`config.mk`:
```
export PLATFORM = sky130hd
export DESIGN_NAME = mem_arbiter
export DESIGN_NICKNAME = d
export VERILOG_FILES = /design/src/rtl/arb_pkg.sv /design/src/rtl/mem_lat_counter.sv /design/src/rtl/mem_arbiter.sv
export SDC_FILE = /design/constraint.sdc
export NUM_CORES = 1
export LEC_CHECK = 0
export BUFFER_PORTS_ARGS = -buffer_cell sky130_fd_sc_hd__buf_2
export CELL_PAD_IN_SITES_DETAIL_PLACEMENT = 1
export CELL_PAD_IN_SITES_GLOBAL_PLACEMENT = 1
export CORE_UTILIZATION = 36
export CTS_CLUSTER_DIAMETER = 200
export DETAILED_ROUTE_END_ITERATION = 10
export PLACE_DENSITY_LB_ADDON = 0.12
export RECOVER_POWER = 25
export SLEW_MARGIN = 15
export SYNTH_ARGS = -nofsm -noshare
export SYNTH_HDL_FRONTEND = slang
export SYNTH_HIERARCHICAL = 1
export SYNTH_SLANG_ARGS = --single-unit
```
`constraint.sdc`:
```
create_clock -name clk_i -period 2.3 [get_ports clk_i]
set_input_delay 0.23 -clock clk_i [delete_from_list [all_inputs] [get_ports clk_i]]
set_output_delay 0.23 -clock clk_i [all_outputs]
set_load 0.005 [all_outputs]
```
`src/rtl/arb_pkg.sv`:
```
// Shared types for the instruction/data memory arbiter.
// Holds the arbiter state and owner encodings plus a saturating counter helper.
package arb_pkg;

    localparam int CNT_W = 4;
    localparam int LAT_W = 3;

    typedef enum logic [1:0] {
        IDLE,
        ISSUE,
        WAIT,
        RESP
    } arb_state_e;

    typedef enum logic {
        OWN_IF,
        OWN_D
    } owner_e;

    function automatic logic [CNT_W-1:0] sat_inc(
        input logic [CNT_W-1:0] v,
        input logic [CNT_W-1:0] lim
    );
        return (v >= lim) ? v : v + 1'b1;
    endfunction

endpackage

```
`src/rtl/mem_lat_counter.sv`:
```
// Down-counter that times the memory read latency.
// done_o is high while the count sits at zero.
module mem_lat_counter
    import arb_pkg::*;
#(
    parameter int WIDTH = LAT_W
) (
    input  logic             clk_i,
    input  logic             rst_i,
    input  logic             load_i,
    input  logic [WIDTH-1:0] load_val_i,
    input  logic             en_i,
    output logic             done_o
);

    logic [WIDTH-1:0] cnt_q;

    always_ff @(posedge clk_i or negedge rst_i) begin
        if (!rst_i) begin
            cnt_q <= '0;
        end else if (load_i) begin
            cnt_q <= load_val_i;
        end else if (en_i && cnt_q != '0) begin
            cnt_q <= cnt_q - 1'b1;
        end
    end

    assign done_o = (cnt_q == '0);

endmodule

```
`src/rtl/mem_arbiter.sv`:
```
// Two-port (fetch / load-store) arbiter in front of a single-port memory.
// One transaction in flight; data port wins ties unless fetch is starving.
module mem_arbiter
    import arb_pkg::*;
#(
    parameter int LATENCY      = 2,
    parameter int STARVE_LIMIT = 4,
    parameter int DATA_WIDTH   = 32
) (
    input  logic                  clk_i,
    input  logic                  rst_i,
    input  logic                  if_req_i,
    input  logic [DATA_WIDTH-1:0] if_addr_i,
    output logic                  if_ready_o,
    output logic                  if_valid_o,
    output logic [DATA_WIDTH-1:0] if_rdata_o,
    input  logic                  d_req_i,
    input  logic                  d_we_i,
    input  logic [DATA_WIDTH-1:0] d_addr_i,
    input  logic [DATA_WIDTH-1:0] d_wdata_i,
    output logic                  d_ready_o,
    output logic                  d_valid_o,
    output logic [DATA_WIDTH-1:0] d_rdata_o,
    output logic                  mem_en_o,
    output logic                  mem_we_o,
    output logic [DATA_WIDTH-1:0] mem_addr_o,
    output logic [DATA_WIDTH-1:0] mem_wdata_o,
    input  logic [DATA_WIDTH-1:0] mem_rdata_i,
    output logic                  busy_o
);

    localparam logic [CNT_W-1:0] STARVE_MAX = CNT_W'(STARVE_LIMIT);
    localparam logic [LAT_W-1:0] LAT_LOAD   = LAT_W'(LATENCY - 1);

    arb_state_e            state_q, state_d;
    owner_e                owner_q;
    logic                  we_q;
    logic [DATA_WIDTH-1:0] addr_q;
    logic [DATA_WIDTH-1:0] wdata_q;
    logic [DATA_WIDTH-1:0] if_rdata_q;
    logic [DATA_WIDTH-1:0] d_rdata_q;
    logic [CNT_W-1:0]      starve_q;

    logic grant_if;
    logic grant_d;
    logic lat_load;
    logic lat_en;
    logic lat_done;
    logic issue;
    logic capture_rd;

    // Fetch overrides the data port only once it has waited long enough.
    always_comb begin
        grant_if = 1'b0;
        grant_d  = 1'b0;
        if (state_q == IDLE) begin
            if (d_req_i && !(if_req_i && starve_q == STARVE_MAX)) begin
                grant_d = 1'b1;
            end else if (if_req_i) begin
                grant_if = 1'b1;
            end
        end
    end

    always_comb begin
        state_d  = state_q;
        lat_load = 1'b0;
        lat_en   = 1'b0;
        unique case (state_q)
            IDLE: begin
                if (grant_if || grant_d) state_d = ISSUE;
            end
            ISSUE: begin
                if (we_q) begin
                    state_d = RESP;
                end else begin
                    state_d  = WAIT;
                    lat_load = 1'b1;
                end
            end
            WAIT: begin
                lat_en = 1'b1;
                if (lat_done) state_d = RESP;
            end
            RESP: begin
                state_d = IDLE;
            end
            default: begin
                state_d = IDLE;
            end
        endcase
    end

    mem_lat_counter #(
        .WIDTH(LAT_W)
    ) u_lat (
        .clk_i     (clk_i),
        .rst_i     (rst_i),
        .load_i    (lat_load),
        .load_val_i(LAT_LOAD),
        .en_i      (lat_en),
        .done_o    (lat_done)
    );

    assign capture_rd = (state_q == WAIT) && lat_done;

    always_ff @(posedge clk_i or negedge rst_i) begin
        if (!rst_i) begin
            state_q    <= IDLE;
            owner_q    <= OWN_IF;
            we_q       <= 1'b0;
            addr_q     <= '0;
            wdata_q    <= '0;
            starve_q   <= '0;
            if_rdata_q <= '0;
            d_rdata_q  <= '0;
        end else begin
            state_q <= state_d;
            if (grant_if) begin
                starve_q <= '0;
            end else if (if_req_i) begin
                starve_q <= sat_inc(starve_q, STARVE_MAX);
            end
            if (grant_d) begin
                owner_q <= OWN_D;
                we_q    <= d_we_i;
                addr_q  <= d_addr_i;
                wdata_q <= d_wdata_i;
            end else if (grant_if) begin
                owner_q <= OWN_IF;
                we_q    <= 1'b0;
                addr_q  <= if_addr_i;
                wdata_q <= '0;
            end
            if (capture_rd) begin
                if (owner_q == OWN_IF) if_rdata_q <= mem_rdata_i;
                else                   d_rdata_q  <= mem_rdata_i;
            end
        end
    end

    assign issue       = (state_q == ISSUE);
    assign mem_en_o    = issue;
    assign mem_we_o    = issue & we_q;
    assign mem_addr_o  = issue ? addr_q  : '0;
    assign mem_wdata_o = issue ? wdata_q : '0;

    assign if_ready_o = grant_if;
    assign d_ready_o  = grant_d;
    assign if_valid_o = (state_q == RESP) && (owner_q == OWN_IF);
    assign d_valid_o  = (state_q == RESP) && (owner_q == OWN_D);
    assign if_rdata_o = if_rdata_q;
    assign d_rdata_o  = d_rdata_q;
    assign busy_o     = (state_q != IDLE);

endmodule

```
==> results.toml <==
[clocking]
clk_latency_ps = 410
cts.clk_slew.worst_paths_ps = 60
clock-sinks = 139
clk_path_buf_depth = 2
cts_setup_buffers = 0
cts.htree.levels = 4
cts_buffers = 17
clock-root-buffer = "clkbuf_16"
cts_tree = "built"

[min_path]
min_path_type = "in2reg"

[routing]
viasPerCell = 4.90
ant_nets = 0
wire_per_inst_um = 17.3
vias = 4663
remaining_drc_errors = 0
wl_mm = 16.4
drt_iter0_markers = 122
firstDrtPassIters = 4

[synth]
ys_ff_latch = 139
syn_area_per_cell_um2 = 13.3
synth_top_area_share_pct = 57.7
netlist_area_um2 = 6020
ys_seq_area_share_pct = 57.7
synthCells = 454
synthTopCellsByArea = "dfrtp_1 58%, mux2_2 9.2%, and2_1 8.4%, a221o_1 5.3%, a22o_1 4.8%"
synth.distinct_cells = 35
synth_top_cell_by_area = "dfrtp_1"
yosys_warnings = 6

[placement]
dpl_cell_area_um2 = 7630
portBuffers = 267
hpwl_mm = 11.9
gp_congestion = 0.754
dpl.cell_count = 920

[layout]
antennaDiodeCount = 0
area_growth_pct = 36.6
instances_no_fill = 952
nNetsFinal = 867
final_cell_mix = "252 x buf_2, 139 x dfrtp_1, 81 x and2_1, 49 x mux2_2, 33 x a22o_1"
n_fill_cell = 1797
final_common_cell = "buf_2"
drive_gt1_share_pct = 47.8
design_area_um2 = 8230

[setup_path]
critPathRequiredTime_ps = 2070
crit_arrival_ps = 1920
critPathMaxStageDelay_ps = 420
cp_slowest_cell = "dfrtp_1"
critical_path_buf_inv_count = 3
crit_path_start_kind = "register"
crit_fanout = 35
path_delay_family = "buffers and inverters"
crit_type = "reg2out"
cp-end-kind = "output pin"
path_cells = "inv_1 > ha_4 > nand2_1 > a41oi_4 > buf_12 > buf_2"

[floorplan]
rows = 46
die-height_um = 131
dieArea_um2 = 17300
initial_core_util_pct = 37.4
fp.dieW_um = 131
ios = 268
core-area_um2 = 16100

[grt]
antenna_found_initial = 0
grt_pass1_vias = 5001
grt_pass1_wl_mm = 26.5
grt_max_degree = 65
grt_use_total_pct = 19.7
overflow = 0

[sta]
slew_violations = 65
fmax_mhz = 465
setup_viol = 0
tns_ps = 0
skew_ps = 9.82
rsz0062_at_grt = "false"
fin_crit_sh_pct = 93.4
hold_viol = 0
worst_pin_slew_ps = 1590
slew_headroom_pct = -5.76
min_period_ps = 2150

[status]
status = "finished, violations left"
violations = "max-capacitance violations, max-slew violations"

[flow_run]
maxCapViolations = 1

[pwr]
peakVddDrop_mv = 0.572
power_density_nw_per_um2 = 1360
p_leak_nw = 4.14
-- sequential cells by signal, summed over array words and instances, names as in the netlist --
name         cells
addr_q          32
d_rdata_o       32
if_rdata_o      32
owner_q          1
starve_q         4
state_q          2
u_lat/cnt_q      3
wdata_q         32
we_q             1
-- cells in the mapped netlist --
master,number
a211oi_1,1
a21o_1,1
a21oi_1,1
a21oi_4,1
a221o_1,32
a22o_1,33
a2bb2oi_1,1
a31oi_1,1
a41oi_2,1
and2_0,17
and2_1,81
buf_2,13
buf_4,4
buf_6,5
clkbuf_1,8
conb_1,2
dfrtp_1,139
ha_1,9
inv_1,9
mux2_1,16
mux2_2,49
mux2i_1,1
nand2_1,5
nand2b_1,1
nand3_1,1
nand3b_1,2
nor2_1,6
nor2b_1,4
nor3_1,1
nor3b_2,1
o211ai_1,1
o21ai_1,1
o311ai_1,2
or4b_1,3
xnor2_1,1
-- logic make-up after synthesis --
| logic type | Yosys count | synth area share [%] |
|---|---|---|
| buffers and inverters | 39 | 3.57 |
| multiplexers | 66 | 12.3 |
| adder cells (fa/ha/maj) | 9 | 1.87 |
| flip-flops | 139 | 57.7 |
| XOR/XNOR | 1 | 0.145 |
| other | 2 | 0.125 |
| AO/OA/AOI/OAI | 76 | 11.7 |
| AND/OR/NAND/NOR | 122 | 12.5 |
-- per-layer routing --
| layer | GRT usage [%] | up-vias | routed length (um) |
|---|---|---|---|
| li1 | - | 2153 | - |
| met1 | 24.3 | 2301 | 6930 |
| met2 | 31.9 | 181 | 7940 |
| met3 | 6.17 | 28 | 1190 |
| met4 | 8.27 | 0 | 375 |
| met5 | 0 | - | 0 |
-- cell type report --
| class | count | area (um2) | area share, % |
|---|---|---|---|
| Tap cell | 216 | 270 | 3.28 |
| Clock inverter | 10 | 118 | 1.43 |
| Sequential cell | 139 | 3480 | 42.3 |
| Inverter | 9 | 33.8 | 0.410 |
| Clock buffer | 20 | 467 | 5.67 |
| Multi-Input combinational cell | 277 | 2380 | 28.9 |
| Timing Repair Buffer | 281 | 1490 | 18.1 |
-- worst register-to-register path: stages (launching register included) --
cell	delay, ps
dfrtp_1	420
inv_1	180
ha_1	310
nand3_2	330
buf_12	280
mux2_2	290
-- stage by stage --
stage | total power, mW | hold slack [ps] | util, % | worst slack, ps
final | 11.2 | 37.9 | 51.1 | 151
after CTS | 11.4 | 20.4 | 51.0 | 58.3
after detailed placement | 8.59 | 250 | 47.3 | 332
after global routing | 12.0 | 29.5 | 51.1 | 26.7
after floorplan | 6.73 | -65.6 | - | 566
after global placement | 8.35 | 245 | 47.3 | 387
-- power by group --
part           internal [mW]  leakage (nW)  switching (mW)
sequential              3.69          1.69           0.636
clock                   1.67         0.276            1.01
combinational           2.28          2.18            1.92
-- repair_timing --
action | CTS | global route
setup endpoints to repair | 1 | 1
gates resized for setup | 1 | 1
hold buffers | 1 | 0
hold endpoints to repair | 61 | 0
pin swaps | 0 | 0
-- final timing paths --
| kind | start | endpoint | slack [ps] | cells past startpoint |
|---|---|---|---|---|
| max | state_q[0] | d_ready_o | 150 | 6 |
| min | d_wdata_i[20] | wdata_q[20] | 40 | 2 |
| max reg2reg | state_q[0] | d_rdata_o[18] | 370 | 5 |
| min reg2reg | if_rdata_o[18] | if_rdata_o[18] | 490 | 1 |
| max in group asynchronous | rst_i | addr_q[12] | 390 | 3 |
| min in group asynchronous | rst_i | if_rdata_o[13] | 750 | 2 |
No activity file was read; power rests on OpenSTA's default activity.
